File: src/rtl/onchip_mem_arbiter_if.sv
// Avalon-MM master-side bundle: command, write data, burst length, and the
// waitrequest/readdata/readdatavalid return path. master drives commands; slave answers.
interface onchip_mem_arbiter_if #(
  parameter int ADDR_W = 12,
  parameter int DATA_W = 32
);
  logic [ADDR_W-1:0]   address;
  logic [DATA_W/8-1:0] byteenable;
  logic                read;
  logic                write;
  logic [DATA_W-1:0]   writedata;
  logic [3:0]          burstcount;
  logic                waitrequest;
  logic [DATA_W-1:0]   readdata;
  logic                readdatavalid;

  modport master (
    output address, byteenable, read, write,
    output writedata, burstcount,
    input  waitrequest, readdata, readdatavalid
  );

  modport slave (
    input  address, byteenable, read, write,
    input  writedata, burstcount,
    output waitrequest, readdata, readdatavalid
  );
endinterface

File: src/rtl/onchip_mem_arbiter.sv
// Round-robin two-master arbiter with burst sequencer for one on-chip RAM port.
// Ports: clk, reset_n (sync, active-low), m0/m1 slave bundles, mem_* RAM port.
module onchip_mem_arbiter #(
  parameter int ADDR_W    = 12,
  parameter int DATA_W    = 32,
  parameter int MAX_BURST = 8
) (
  input  logic                clk,
  input  logic                reset_n,
  onchip_mem_arbiter_if.slave m0,
  onchip_mem_arbiter_if.slave m1,
  output logic [ADDR_W-1:0]   mem_address,
  output logic [DATA_W/8-1:0] mem_byteenable,
  output logic                mem_chipselect,
  output logic                mem_write,
  output logic [DATA_W-1:0]   mem_writedata,
  input  logic [DATA_W-1:0]   mem_readdata,
  output logic                mem_clken
);

  localparam int BE_W = DATA_W / 8;

  typedef enum logic [1:0] {
    IDLE,
    RD_BURST,
    WR_BURST
  } state_t;

  state_t            state;
  logic              last_grant;
  logic              owner;
  logic [ADDR_W-1:0] addr_cnt;
  logic [3:0]        beats_left;
  logic              rd_vld;
  logic              rd_id;

  logic              req0;
  logic              req1;
  logic              sel;
  logic [ADDR_W-1:0] s_addr;
  logic [BE_W-1:0]   s_be;
  logic              s_write;
  logic [DATA_W-1:0] s_data;
  logic [3:0]        s_bc;
  logic [3:0]        s_len;

  logic              o_write;
  logic [BE_W-1:0]   o_be;
  logic [DATA_W-1:0] o_data;

  logic              wait0;
  logic              wait1;
  logic              grant;
  logic              issue_rd;
  logic              step;

  assign req0 = m0.read | m0.write;
  assign req1 = m1.read | m1.write;

  // On a tie the master that did not win last time gets the port.
  assign sel = (req0 & req1) ? ~last_grant : req1;

  // A write request wins over a simultaneous read on the same master.
  assign s_addr  = sel ? m1.address    : m0.address;
  assign s_be    = sel ? m1.byteenable : m0.byteenable;
  assign s_write = sel ? m1.write      : m0.write;
  assign s_data  = sel ? m1.writedata  : m0.writedata;
  assign s_bc    = sel ? m1.burstcount : m0.burstcount;

  assign o_write = owner ? m1.write      : m0.write;
  assign o_be    = owner ? m1.byteenable : m0.byteenable;
  assign o_data  = owner ? m1.writedata  : m0.writedata;

  always_comb begin
    s_len = s_bc;
    if (s_bc == 4'd0) begin
      s_len = 4'd1;
    end else if (s_bc > 4'(MAX_BURST)) begin
      s_len = 4'(MAX_BURST);
    end
  end

  always_comb begin
    wait0          = 1'b1;
    wait1          = 1'b1;
    grant          = 1'b0;
    issue_rd       = 1'b0;
    step           = 1'b0;
    mem_chipselect = 1'b0;
    mem_write      = 1'b0;
    mem_address    = s_addr;
    mem_byteenable = s_be;
    mem_writedata  = s_data;
    if (reset_n) begin
      unique case (state)
        IDLE: begin
          if (req0 | req1) begin
            grant          = 1'b1;
            mem_chipselect = 1'b1;
            mem_write      = s_write;
            issue_rd       = ~s_write;
            if (sel) begin
              wait1 = 1'b0;
            end else begin
              wait0 = 1'b0;
            end
          end
        end
        RD_BURST: begin
          mem_chipselect = 1'b1;
          mem_address    = addr_cnt;
          mem_byteenable = '1;
          issue_rd       = 1'b1;
          step           = 1'b1;
        end
        WR_BURST: begin
          mem_address    = addr_cnt;
          mem_byteenable = o_be;
          mem_writedata  = o_data;
          // Write low from the owner is a stall: no access, no count.
          if (o_write) begin
            mem_chipselect = 1'b1;
            mem_write      = 1'b1;
            step           = 1'b1;
            if (owner) begin
              wait1 = 1'b0;
            end else begin
              wait0 = 1'b0;
            end
          end
        end
        default: ;
      endcase
    end
  end

  always_ff @(posedge clk) begin
    if (!reset_n) begin
      state      <= IDLE;
      last_grant <= 1'b1;
      owner      <= 1'b0;
      addr_cnt   <= '0;
      beats_left <= '0;
      rd_vld     <= 1'b0;
      rd_id      <= 1'b0;
    end else begin
      rd_vld <= issue_rd;
      rd_id  <= (state == IDLE) ? sel : owner;
      unique case (state)
        IDLE: begin
          if (grant) begin
            last_grant <= sel;
            owner      <= sel;
            addr_cnt   <= s_addr + 1'b1;
            beats_left <= s_len - 4'd1;
            if (s_len > 4'd1) begin
              state <= s_write ? WR_BURST : RD_BURST;
            end
          end
        end
        RD_BURST, WR_BURST: begin
          if (step) begin
            addr_cnt   <= addr_cnt + 1'b1;
            beats_left <= beats_left - 4'd1;
            if (beats_left == 4'd1) begin
              state <= IDLE;
            end
          end
        end
        default: state <= IDLE;
      endcase
    end
  end

  // Read data returns straight from the RAM q; only the tagged master sees valid.
  assign m0.readdata      = mem_readdata;
  assign m1.readdata      = mem_readdata;
  assign m0.readdatavalid = reset_n & rd_vld & ~rd_id;
  assign m1.readdatavalid = reset_n & rd_vld & rd_id;
  assign m0.waitrequest   = wait0;
  assign m1.waitrequest   = wait1;
  assign mem_clken        = 1'b1;

endmodule
File: src/flat_wrapper.sv
// flat-port wrapper written by rule: the top's interface ports become plain ports
module onchip_mem_arbiter_flat 
#(
  parameter int ADDR_W    = 12,
  parameter int DATA_W    = 32,
  parameter int MAX_BURST = 8
)
  (clk, reset_n, mem_address, mem_byteenable, mem_chipselect, mem_write, mem_writedata, mem_readdata, mem_clken, m0_address, m0_byteenable, m0_read, m0_write, m0_writedata, m0_burstcount, m0_waitrequest, m0_readdata, m0_readdatavalid, m1_address, m1_byteenable, m1_read, m1_write, m1_writedata, m1_burstcount, m1_waitrequest, m1_readdata, m1_readdatavalid);
  onchip_mem_arbiter_if #(.ADDR_W(ADDR_W), .DATA_W(DATA_W)) m0_i ();
  onchip_mem_arbiter_if #(.ADDR_W(ADDR_W), .DATA_W(DATA_W)) m1_i ();
  input  logic clk;
  input  logic reset_n;
  output logic [ADDR_W-1:0] mem_address;
  output logic [DATA_W/8-1:0] mem_byteenable;
  output logic mem_chipselect;
  output logic mem_write;
  output logic [DATA_W-1:0] mem_writedata;
  input  logic [DATA_W-1:0] mem_readdata;
  output logic mem_clken;
  input wire logic [$bits(m0_i.address)-1:0] m0_address;
  input wire logic [$bits(m0_i.byteenable)-1:0] m0_byteenable;
  input wire logic [$bits(m0_i.read)-1:0] m0_read;
  input wire logic [$bits(m0_i.write)-1:0] m0_write;
  input wire logic [$bits(m0_i.writedata)-1:0] m0_writedata;
  input wire logic [$bits(m0_i.burstcount)-1:0] m0_burstcount;
  output wire logic [$bits(m0_i.waitrequest)-1:0] m0_waitrequest;
  output wire logic [$bits(m0_i.readdata)-1:0] m0_readdata;
  output wire logic [$bits(m0_i.readdatavalid)-1:0] m0_readdatavalid;
  input wire logic [$bits(m1_i.address)-1:0] m1_address;
  input wire logic [$bits(m1_i.byteenable)-1:0] m1_byteenable;
  input wire logic [$bits(m1_i.read)-1:0] m1_read;
  input wire logic [$bits(m1_i.write)-1:0] m1_write;
  input wire logic [$bits(m1_i.writedata)-1:0] m1_writedata;
  input wire logic [$bits(m1_i.burstcount)-1:0] m1_burstcount;
  output wire logic [$bits(m1_i.waitrequest)-1:0] m1_waitrequest;
  output wire logic [$bits(m1_i.readdata)-1:0] m1_readdata;
  output wire logic [$bits(m1_i.readdatavalid)-1:0] m1_readdatavalid;
  assign m0_i.address = m0_address;
  assign m0_i.byteenable = m0_byteenable;
  assign m0_i.read = m0_read;
  assign m0_i.write = m0_write;
  assign m0_i.writedata = m0_writedata;
  assign m0_i.burstcount = m0_burstcount;
  assign m0_waitrequest = m0_i.waitrequest;
  assign m0_readdata = m0_i.readdata;
  assign m0_readdatavalid = m0_i.readdatavalid;
  assign m1_i.address = m1_address;
  assign m1_i.byteenable = m1_byteenable;
  assign m1_i.read = m1_read;
  assign m1_i.write = m1_write;
  assign m1_i.writedata = m1_writedata;
  assign m1_i.burstcount = m1_burstcount;
  assign m1_waitrequest = m1_i.waitrequest;
  assign m1_readdata = m1_i.readdata;
  assign m1_readdatavalid = m1_i.readdatavalid;
  onchip_mem_arbiter #(.ADDR_W(ADDR_W), .DATA_W(DATA_W), .MAX_BURST(MAX_BURST)) u_core (.clk(clk), .reset_n(reset_n), .m0(m0_i), .m1(m1_i), .mem_address(mem_address), .mem_byteenable(mem_byteenable), .mem_chipselect(mem_chipselect), .mem_write(mem_write), .mem_writedata(mem_writedata), .mem_readdata(mem_readdata), .mem_clken(mem_clken));
endmodule
File: config.mk
export PLATFORM = sky130hd
export DESIGN_NAME = onchip_mem_arbiter_flat
export DESIGN_NICKNAME = d
export VERILOG_FILES = /design/src/rtl/onchip_mem_arbiter_if.sv /design/src/rtl/onchip_mem_arbiter.sv /design/src/flat_wrapper.sv
export SDC_FILE = /design/constraint.sdc
export NUM_CORES = 1
export LEC_CHECK = 0
export ABC_AREA = 1
export BUFFER_PORTS_ARGS = -buffer_cell sky130_fd_sc_hd__buf_2
export CORE_ASPECT_RATIO = 0.5
export CORE_MARGIN = 2
export CORE_UTILIZATION = 46
export DETAILED_ROUTE_END_ITERATION = 7
export PLACE_DENSITY = 0.89
export SETUP_SLACK_MARGIN = 0.5
export SYNTH_ARGS = -nofsm -noshare
export SYNTH_HDL_FRONTEND = slang
export SYNTH_SLANG_ARGS = --single-unit
File: constraint.sdc
create_clock -name clk -period 6.79 [get_ports clk]
set_clock_uncertainty 0.1 [all_clocks]
set_input_delay 1.358 -clock clk [delete_from_list [all_inputs] [get_ports clk]]
set_output_delay 1.358 -clock clk [all_outputs]
set_load 0.1 [all_outputs]
== Word level (Yosys, flattened, before mapping) ==
Index checks and enable logic that the tools add are counted.
Cells by class
  $add $sub $neg: 4
  reductions and logical operators: 7
  eq/ne operators: 7
  bitwise logic cells: 10
  muxes and demuxes: 55
  $lt $le $gt $ge: 2
Operators by type and width (count)
  $mux W32: 4
  $mux W12: 5
  $mux W4: 8
  $add A12 B1 Y12 const B: 2
  $pmux W12 S2: 1
  $mux W1: 23
  $pmux W4 S2: 2
  $mux W2: 5
  $pmux W1 S2: 5
  $sub A4 B1 Y4 const B: 2
  $ne A2 B1 Y1 const B: 3
  $and A1 B1 Y1: 4
  $eq A4 B1 Y1 const B: 1
  $gt A4 B1 Y1 const B: 1
  $gt A4 B4 Y1 const B: 1
  $logic_not A4 Y1: 1
  $pmux W2 S2: 1
  $reduce_and A4 Y1: 1
  $not A1 Y1: 3
  $or A1 B1 Y1: 3
  $pmux W1 S3: 1
  $reduce_and A3 Y1: 1
  $eq A2 B1 Y1 const B: 1
  $eq A2 B2 Y1 const B: 1
  other kinds (5): 5
Word-level totals
  word-level logic and storage cells: 92
  bits in registers: 22
  output and inout port bits: 119
  input port bits: 142

== Longest topological paths before layout ==
Gate-level depths: netlist of the first run.
  word-level depth: 11
  depth in mapped cells: 16
  depth with buffers taken out: 15

== Worst setup path after synthesis of the first run ==
Ideal clock, no wire load.
  path kind: input to output
  start point: in reset_n
  end point: out mem_writedata[10]
  buffers on the path: 3
  required time: 5332 ps
  path slack: 928 ps
  stages: 5
  data arrival time: 4404 ps
  cell sequence: clkbuf_1 > nand2_1 > clkbuf_1 > clkbuf_1 > o32ai_1
On the way
  word-level cells in the longest chain between the ends: 1
RTL lines
  from (decl): RTL line flat_wrapper.sv:12  | input logic reset_n;
  $mux W32: RTL line onchip_mem_arbiter.sv:94  | if (reset_n) begin
  to (decl): RTL line flat_wrapper.sv:17  | output logic [DATA_W-1:0] mem_writedata;
Every way passes these cells.

== Worst setup path in the final report of the first run ==
  start point: in m0_write
  end point: out mem_write
On the way
  word-level cells in the longest chain between the ends: 7
  elaborated cells on any way between the ends: 10
  those cells by class: mux (7); bitwise (3)
RTL lines
  from (decl): RTL line flat_wrapper.sv:23  | input wire logic [$bits(m0_i.write)-1:0] m0_write;
  $or A1 B1 Y1: RTL line onchip_mem_arbiter.sv:57  | assign req0 = m0.read | m0.write;
  $and A1 B1 Y1: RTL line onchip_mem_arbiter.sv:61  | assign sel = (req0 & req1) ? ~last_grant : req1;
  $mux W1: RTL line onchip_mem_arbiter.sv:61
  $mux W1: RTL line onchip_mem_arbiter.sv:66  | assign s_write = sel ? m1.write : m0.write;
  $mux W1: RTL line onchip_mem_arbiter.sv:97  | if (req0 | req1) begin
  $pmux W1 S2 *: RTL line onchip_mem_arbiter.sv:95  | unique case (state)
  $mux W1 *: RTL line onchip_mem_arbiter.sv:94
  to (decl): RTL line flat_wrapper.sv:16  | output logic mem_write;
Every way passes the cells marked *; elsewhere a longest branch is shown, timed or not.

==> flow_summary.ini, run 1 <==
[placed_design]
io_buffers = 163
placed_area_mm2 = 0.00397
place_congestion = 0.898
dp_hpwl_mm = 8.02

[final_layout]
final_nets = 845
area_growth_pct = 11.3
antenna_cells = 0
design_area_mm2 = 0.00406
fillers = 766
drive_above_1_share_pct = 30.3

[timing]
final_max_slew_viol_count = 0
rsz0062_at_grt = false
hold_viol_final = 0
finalCritPeriodShare_pct = 77.0
fmax_ghz = 0.191
slew_headroom_pct = 20.2
hold_ws_ps = 402
finalSetupTns_ps = 0
min_period_ps = 5230
worstMarginPinSlew_ps = 1190
finalSetupViolCount = 0

[floorplan]
pin_count = 261
start_util_pct = 48.5
dieWidth_um = 130
coreArea_mm2 = 0.00751
fp.dieH_um = 67.0
num_rows = 22
die-area_mm2 = 0.00870

[clocking]
root_buffer = clkbuf_16
clock_sinks = 22
cts_tree = yes
clockBufferDepth = 2
post-cts-setup-buffer-count = 0
h-tree-depth = 1
cts_hold_buf = 0
clk_latency_ps = 260
numCtsBuffers = 3
cts.repair.resized = 0
cts.clk_slew.worst_paths_ps = 60

[worst_setup_path]
critPathLaunch = m0_write
cp_max_fo = 56
r2r_cells = 12
required_ps = 5330
rr_startpoint = u_core.state[0]$_SDFFE_PN0P_
crit_path_end_kind = output pin
cp_data_arrival_time_ps = 3770
worstReg2RegEnd = u_core.addr_cnt[6]$_SDFFE_PN0P_
cp-endpoint = mem_write
path_class = in -> out
reg2reg_slack_ps = 3610
startpoint_type = input port

[yosys]
synth.cell_area_mm2 = 0.00365
synth_largest_area_cell = buf_4
yosys-top-cells-count = nor2_1, nand2_1, buf_4
ys_seq_area_share_pct = 12.1
yosys_warnings = 0
synth_area_leaders = buf_4, dfxtp_1, nor2_1
synthesis.nets = 775
synth_cells = 624
yosysMostFrequentCell = nor2_1
syn_avg_cell_area_um2 = 5.84
synth_edf_count = 0
async_reset_ff_share_pct = 0
synth_ff_type = dfxtp_1
synth_cell_types = 41
ys_ff_latch = 22
synth_top_area_share_pct = 13.6

[pwr]
internal_power_uw = 668
power_mw = 2.37
power.share.sequential_pct = 8.7
p_leak_nw = 2.13
irDropWorstVdd_v = 0.000359
power.net_switching_mw = 1.70
pwr-share-comb_pct = 85.3
pwr_density_cell_mw_per_mm2 = 584
swShare_pct = 71.8
clock_power_share_pct = 5.9

[detailed_routing]
vias = 4356
route.detailed.drc = 0
wl_per_cell_um = 13.7
vias_per_cell = 5.44
wirelength_mm = 10.9
dr.pass1.iters = 5
ant_nets = 0
drt_iter0_drc = 386

[global_route]
grt_max_degree = 66
grt_antenna_before_repair = 0
globalRouteTotalUtil_pct = 24.1
grt_overflow_total = 0
grt_first_pass_wirelength_mm = 17.2
grt_pass1_vias = 3875

[run]
cap_violations = 0

[outcome]
status = completed

[min_path]
worst_hold_path_type = reg -> reg
==> logic make-up (layout without fill, tap and decap cells) <==
group / Yosys count / after routing / share of synthesized area, %
buffers and inverters: 165 / 234 / 24.5
adders and majority gates: 9 / 9 / 3.09
muxes: 2 / 2 / 0.549
and+or+nand+nor: 285 / 285 / 34.8
other: 1 / 1 / 0.103
DFF: 22 / 22 / 12.1
AOI/OAI and AO/OA: 134 / 134 / 23.4
xor gates and xnor gates: 6 / 6 / 1.44
==> final cells by class <==
class | count | area (um2) | area share [%]
clock buffers | 4 | 88.8 | 2.19
inverters | 65 | 246 | 6.07
multi-input cells | 437 | 2320 | 57.1
flip-flops and latches | 22 | 440 | 10.9
well taps | 108 | 135 | 3.33
repair buffers | 165 | 831 | 20.5
==> per-layer routing <==
metal,part of all wire (%),vias up,routed length (um),GRT usage [%]
met5,0,-,0,0
li1,-,2123,-,-
met4,2.7,0,294,10.1
met3,8.3,32,911,4.42
met2,48,206,5280,44.0
met1,41,1995,4450,28.1
==> flip-flops by register name (all words and copies together) (netlist names) <==
| name | count |
|---|---|
| u_core.last_grant | 1 |
| u_core.addr_cnt | 12 |
| u_core.beats_left | 4 |
| u_core.rd_id | 1 |
| u_core.state | 2 |
| u_core.owner | 1 |
| u_core.rd_vld | 1 |
==> worst min path at each step <==
stage	startpoint	endpoint	slack (ps)	cells after the start
floorplan	u_core.beats_left[2]$_SDFFE_PN0P_	u_core.beats_left[2]$_SDFFE_PN0P_	370	2
global placement	u_core.beats_left[2]$_SDFFE_PN0P_	u_core.beats_left[2]$_SDFFE_PN0P_	380	2
detailed placement	u_core.state[0]$_SDFFE_PN0P_	u_core.state[0]$_SDFFE_PN0P_	400	2
CTS	u_core.state[0]$_SDFFE_PN0P_	u_core.state[0]$_SDFFE_PN0P_	410	2
global route	u_core.state[0]$_SDFFE_PN0P_	u_core.state[0]$_SDFFE_PN0P_	420	2
finish	u_core.beats_left[2]$_SDFFE_PN0P_	u_core.beats_left[2]$_SDFFE_PN0P_	400	2
==> stage by stage <==
stage	instances	setup slack, ps	utilization (%)
after global routing	801	1350	54.0
after global placement	797	1640	52.8
after floorplan	624	928	-
final	801	1560	54.0
after CTS	801	1560	54.0
after detailed placement	797	1560	52.8
==> placed cells by master, fill, tap and decap left out, drive strengths merged <==
| cell type | count |
|---|---|
| inv | 63 |
| o31ai | 1 |
| o21a | 5 |
| dfxtp | 22 |
| a211oi | 1 |
| xor2 | 5 |
| nand2 | 105 |
| mux2i | 2 |
| nor2 | 124 |
| a32o | 2 |
| nand3b | 4 |
| o211ai | 2 |
| a21oi | 20 |
| clkbuf | 4 |
| nand4 | 5 |
| clkinv | 2 |
| or2 | 1 |
| buf | 165 |
| nand3 | 43 |
| and2 | 1 |
| conb | 1 |
| a22oi | 2 |
| nor3 | 2 |
| o32ai | 32 |
| o21ai | 68 |
| a21o | 1 |
| ha | 9 |
| xnor2 | 1 |
==> power by group through the flow <==
stage | registers (mW) | logic [mW] | clock network, mW
2_1_floorplan | 0.202 | 1.89 | 0
5_1_grt | 0.211 | 2.16 | 0.146
3_5_place_dp | 0.208 | 2.00 | 0
3_3_place_gp | 0.205 | 1.98 | 0
4_1_cts | 0.206 | 2.01 | 0.142
6_report | 0.206 | 2.02 | 0.141
==> worst max-delay path, cell delays in order <==
cell and delay (ps):
buf_2 140, o21ai_4 300, nand2_2 730, o21a_1 480, nor2_1 130, inv_1 50
a21oi_1 120, buf_2 450
No activity file was read; power rests on OpenSTA's default activity.
==> run 2: changes to the inputs <==
--- a/config.mk
+++ b/config.mk
@@ -5,13 +5,13 @@
 export SDC_FILE = /design/constraint.sdc
 export NUM_CORES = 1
 export LEC_CHECK = 0
-export ABC_AREA = 1
+export ABC_AREA = 0
 export BUFFER_PORTS_ARGS = -buffer_cell sky130_fd_sc_hd__buf_2
 export CORE_ASPECT_RATIO = 0.5
 export CORE_MARGIN = 2
-export CORE_UTILIZATION = 46
+export CORE_UTILIZATION = 40
 export DETAILED_ROUTE_END_ITERATION = 7
-export PLACE_DENSITY = 0.89
+export PLACE_DENSITY = 0.83
 export SETUP_SLACK_MARGIN = 0.5
 export SYNTH_ARGS = -nofsm -noshare
 export SYNTH_HDL_FRONTEND = slang
==> constraint.sdc (replaced) <==
create_clock -name clk -period 5.07 [get_ports clk]
set_clock_uncertainty 0.1 [all_clocks]
set_input_delay 1.014 -clock clk [delete_from_list [all_inputs] [get_ports clk]]
set_output_delay 1.014 -clock clk [all_outputs]
set_load 0.1 [all_outputs]
==> flow_summary.ini, run 2 <==
[final_layout]
top_register = u_core.addr_cnt
final_nets = 633
top_regs = u_core.addr_cnt x12, u_core.beats_left x4, u_core.state x2
area_growth_pct = 17.2
drive_above_1_share_pct = 48.4
final_util_pct = 48.8
layout_common_cells = buf_2, nand2_1, nor2_1
largest_register_ffs = 12
fin_cells = 578
final_common_cell = buf_2

[min_path]
min_from = u_core.beats_left[3]$_SDFFE_PN0P_
worst_hold_path_type = reg -> reg
hold_depth = 2
hold_end = u_core.beats_left[3]$_SDFFE_PN0P_

[yosys]
ys_seq_area_share_pct = 14.3
synth_edf_count = 0
synth_area_leaders = buf_4, dfxtp_1, mux2_2
syn_avg_cell_area_um2 = 7.77
synth_ff_type = dfxtp_1
ys_ff_latch = 22
synth_top_area_share_pct = 16.3
synth_largest_area_cell = buf_4
synth.cell_area_mm2 = 0.00309
yosys_warnings = 0
yosysMostFrequentCell = buf_4
synth_cell_types = 55
synthesis.nets = 548
yosys-top-cells-count = buf_4, nand2_1, a31oi_1
synth_cells = 397
async_reset_ff_share_pct = 0

[clocking]
cts_hold_buf = 0
numCtsBuffers = 3
root_buffer = clkbuf_16
cts_tree = yes
cts.repair.resized = 0
h-tree-depth = 1
clock_sinks = 22
post-cts-setup-buffer-count = 0
cts.clk_slew.worst_paths_ps = 60
clockBufferDepth = 2
clk_latency_ps = 260

[detailed_routing]
vias = 3251
wl_per_cell_um = 18.4
dr.pass1.iters = 5
route.detailed.drc = 0
drt_iter0_drc = 310
wirelength_mm = 10.7
vias_per_cell = 5.62
ant_nets = 0

[placed_design]
placedCellCount = 573
io_buffers = 163
dp_hpwl_mm = 8.68
place_ws_ps = 1040
place_congestion = 1.00

[timing]
finalSetupTns_ps = 0
finalCritPeriodShare_pct = 80.2
worstMarginPinSlew_ps = 826
fmax_ghz = 0.246
min_period_ps = 4070
setup_slack_ps = 1000
hold_viol_final = 0
final_max_slew_viol_count = 0
finalSetupViolCount = 0
slew_headroom_pct = 44.9
rsz0062_at_grt = false

[floorplan]
start_util_pct = 41.7
num_rows = 22
coreArea_mm2 = 0.00740
fp.dieH_um = 66.1
dieWidth_um = 128
die-area_mm2 = 0.00847
pin_count = 261

[worst_setup_path]
cp_max_fo = 32
path_buf_inv = 3
cpMaxStageDelayCell = o21a_2
crit_path_frequent_cell = buf_2
startpoint_type = input port
required_ps = 3960
cp_data_arrival_time_ps = 2950
crit_path_end_kind = output pin
slowest_delay_ps = 390
critPathTopFamily = buffers and inverters
rr_startpoint = u_core.state[0]$_SDFFE_PN0P_
r2r_cells = 10
worstReg2RegEnd = u_core.addr_cnt[10]$_SDFFE_PN0P_
reg2reg_slack_ps = 1980
path_class = in -> out
crit_chain = buf_2 -> o21a_2 -> nor2_1 -> mux2i_4 -> buf_4 -> mux2_2 -> buf_2

[global_route]
grt_first_pass_wirelength_mm = 15.9
grt_overflow_total = 0
grt_max_degree = 33
globalRouteTotalUtil_pct = 24.3
grt_pass1_vias = 2901
grt_antenna_before_repair = 0

[pwr]
p_leak_nw = 1.62
irDropWorstVdd_v = 0.000409
pwr_density_cell_mw_per_mm2 = 755

[outcome]
status = completed

[run]
cap_violations = 0
-- run 2: changes by cell type in the layout (fill, tap and decap cells not counted), sizes merged, moves of 11 or more --
cell	before	now
o32ai	32	0
a211oi	1	12
o21ai	68	29
nand3	43	7
nor2	124	29
nand2	105	40
a31oi	0	33
mux2	0	38
inv	63	10
-- run 2: logic make-up after synthesis --
logic type                 synth area share (%)
AOI/OAI and AO/OA                          28.3
and+or+nand+nor                            16.1
buffers and inverters                      21.5
muxes                                      15.2
DFF                                        14.3
adders and majority gates                  3.65
xor gates and xnor gates                  0.852
other                                     0.122
-- run 2: layout make-up --
class | count | area, um2
diodes | 1 | 2.50
clock buffers | 4 | 88.8
fillers | 707 | 3790
inverters | 10 | 37.5
multi-input cells | 274 | 2050
flip-flops and latches | 22 | 440
well taps | 96 | 120
repair buffers | 171 | 876
-- run 2: tightest hold or removal path, stage by stage, from the launching register on --
cell	delay [ps]
dfxtp_1	310
o21ai_0	70
a21oi_1	60
-- run 2: metrics by stage --
step	power [mW]	instance area (um2)	hold slack [ps]
3_3_place_gp	2.49	3520	366
2_1_floorplan	2.42	3140	357
4_1_cts	2.71	3610	392
5_1_grt	2.87	3610	436
3_5_place_dp	2.52	3520	382
6_report	2.73	3610	393
-- run 2: where the power goes --
part	switching (mW)	total [mW]	internal, mW
Clock	0.0679	0.189	0.121
Sequential	0.0696	0.307	0.237
Combinational	1.66	2.23	0.571
Total	1.80	2.73	0.929
-- run 2: how the worst max path moves through the flow --
stage          startpoint                end  slack (ps)  cells after the start
6_report         m0_write  mem_writedata[21]        1000                      7
5_1_grt          m0_write  mem_writedata[15]         920                      7
4_1_cts          m0_write  mem_writedata[15]        1040                      7
3_5_place_dp     m0_write  mem_writedata[15]        1040                      7
3_3_place_gp     m0_write  mem_writedata[21]        1130                      7
2_1_floorplan    m0_write     mem_address[2]         550                      6
-- run 2: layer usage --
| layer | share of wire, % | vias to the layer above | track usage (%) |
|---|---|---|---|
| li1 | - | 1542 | - |
| met1 | 42 | 1497 | 31.1 |
| met2 | 43 | 194 | 36.7 |
| met3 | 14 | 18 | 12.0 |
| met4 | 1.1 | 0 | 5.49 |
| met5 | 0 | - | 0 |
==> run 3: changes to the inputs <==
--- a/config.mk
+++ b/config.mk
@@ -5,13 +5,13 @@
 export SDC_FILE = /design/constraint.sdc
 export NUM_CORES = 1
 export LEC_CHECK = 0
-export ABC_AREA = 0
+export ABC_AREA = 1
 export BUFFER_PORTS_ARGS = -buffer_cell sky130_fd_sc_hd__buf_2
 export CORE_ASPECT_RATIO = 0.5
 export CORE_MARGIN = 2
-export CORE_UTILIZATION = 40
+export CORE_UTILIZATION = 42
 export DETAILED_ROUTE_END_ITERATION = 7
-export PLACE_DENSITY = 0.83
+export PLACE_DENSITY = 0.82
 export SETUP_SLACK_MARGIN = 0.5
 export SYNTH_ARGS = -nofsm -noshare
 export SYNTH_HDL_FRONTEND = slang
==> constraint.sdc (replaced) <==
create_clock -name clk -period 4.1 [get_ports clk]
set_clock_uncertainty 0.1 [all_clocks]
set_input_delay 0.82 -clock clk [delete_from_list [all_inputs] [get_ports clk]]
set_output_delay 0.82 -clock clk [all_outputs]
set_load 0.1 [all_outputs]
==> flow_summary.ini, run 3 (synthesis gave the netlist of run 1 again) <==
[outcome]
status = completed

[final_layout]
top_register = u_core.addr_cnt
fillers = 797
drive_above_1_share_pct = 36.6
final_common_cell = buf_2
top_regs = u_core.addr_cnt x12, u_core.beats_left x4, u_core.state x2
antenna_cells = 0
final_nets = 856
layout_common_cells = buf_2, nor2_1, nand2_1
largest_register_ffs = 12
fin_cells = 816
final_util_pct = 59.2
area_growth_pct = 33.1

[clocking]
cts_tree = yes
numCtsBuffers = 3
cts.repair.resized = 0
h-tree-depth = 1
cts_hold_buf = 0
root_buffer = clkbuf_16
clock_sinks = 22
clk_latency_ps = 260
cts.clk_slew.worst_paths_ps = 60
clockBufferDepth = 2
post-cts-setup-buffer-count = 0

[detailed_routing]
route.detailed.drc = 0
dr.pass1.iters = 5
wl_per_cell_um = 15.1
ant_nets = 0
vias = 4373
wirelength_mm = 12.3
drt_iter0_drc = 184
vias_per_cell = 5.36

[worst_setup_path]
path_class = in -> out
required_ps = 3180
crit_path_frequent_cell = nor2_4
cpMaxStageDelayCell = clkbuf_4
cp_data_arrival_time_ps = 2560
cp_max_fo = 24
slowest_delay_ps = 380
startpoint_type = input port
crit_chain = buf_2 -> nor2_4 -> nor2_2 -> nor2_4 -> buf_4 -> o21ai_0 -> o32ai_4 -> clkbuf_4
crit_path_end_kind = output pin

[run]
cap_violations = 0

[timing]
fmax_ghz = 0.288
worstMarginPinSlew_ps = 626
min_period_ps = 3480
hold_ws_ps = 397
final_max_slew_viol_count = 0
finalSetupViolCount = 0
rsz0062_at_grt = false
finalSetupTns_ps = 0
finalCritPeriodShare_pct = 84.8
slew_headroom_pct = 58.0
hold_viol_final = 0

[global_route]
grt_overflow_total = 0
globalRouteTotalUtil_pct = 24.9
grt_max_degree = 41
grt_antenna_before_repair = 0
grt_pass1_vias = 4297
grt_first_pass_wirelength_mm = 19.5

[floorplan]
num_rows = 23
start_util_pct = 44.5
fp.dieH_um = 69.9
dieWidth_um = 136
coreArea_mm2 = 0.00820
pin_count = 261
die-area_mm2 = 0.00949

[pwr]
power_mw = 4.37
irDropWorstVdd_v = 0.000470
pwr_density_cell_mw_per_mm2 = 900
p_leak_nw = 2.35

[placed_design]
io_buffers = 163
placedCellCount = 812
place_congestion = 0.900
dp_hpwl_mm = 9.64

[min_path]
worst_hold_path_type = reg -> reg
[run 3: final timing paths]
| path | from | end | slack (ps) | cells after the start |
|---|---|---|---|---|
| setup / recovery | m0_write | mem_writedata[30] | 620 | 8 |
| hold reg to reg | u_core.beats_left[2]$_SDFFE_PN0P_ | u_core.beats_left[2]$_SDFFE_PN0P_ | 400 | 2 |
| setup reg to reg | u_core.owner$_SDFFE_PN0P_ | u_core.beats_left[3]$_SDFFE_PN0P_ | 1530 | 13 |
| hold / removal | u_core.beats_left[2]$_SDFFE_PN0P_ | u_core.beats_left[2]$_SDFFE_PN0P_ | 400 | 2 |
[run 3: layout make-up]
class / count / area, um2 / share of cell area [%]
Clock buffer: 4 / 88.8 / 1.83
Inverter: 65 / 246 / 5.08
Timing Repair Buffer: 176 / 1070 / 22.0
Sequential cell: 22 / 440 / 9.07
Tap cell: 112 / 140 / 2.89
Multi-Input combinational cell: 437 / 2870 / 59.1
[run 3: critical path: cells and delay by family]
kind / cells / cell delay (ps)
AO/OA/AOI/OAI: 2 / 350
buffers and inverters: 3 / 880
AND/OR/NAND/NOR: 3 / 500
[run 3: power by group]
| group | internal, mW | switching [mW] |
|---|---|---|
| registers | 0.295 | 0.0456 |
| logic | 0.937 | 2.86 |
| clock network | 0.149 | 0.0841 |
| total | 1.38 | 2.99 |
[run 3: per-layer routing]
metal / share of wire, % / global-route usage, % / vias to the layer above / routed length [um]
li1: - / - / 2157 / -
met1: 37 / 26.8 / 2007 / 4620
met2: 54 / 50.4 / 179 / 6690
met3: 6.4 / 3.85 / 30 / 787
met4: 1.9 / 5.79 / 0 / 229
met5: 0 / 0 / - / 0
[run 3: per-stage QoR]
| stage | setup slack [ps] | area, um2 |
|---|---|---|
| 6_report | 624 | 4850 |
| 5_1_grt | 503 | 4850 |
| 4_1_cts | 545 | 4820 |
| 3_5_place_dp | 546 | 4730 |
| 3_3_place_gp | 621 | 4730 |
| 2_1_floorplan | -476 | 4210 |
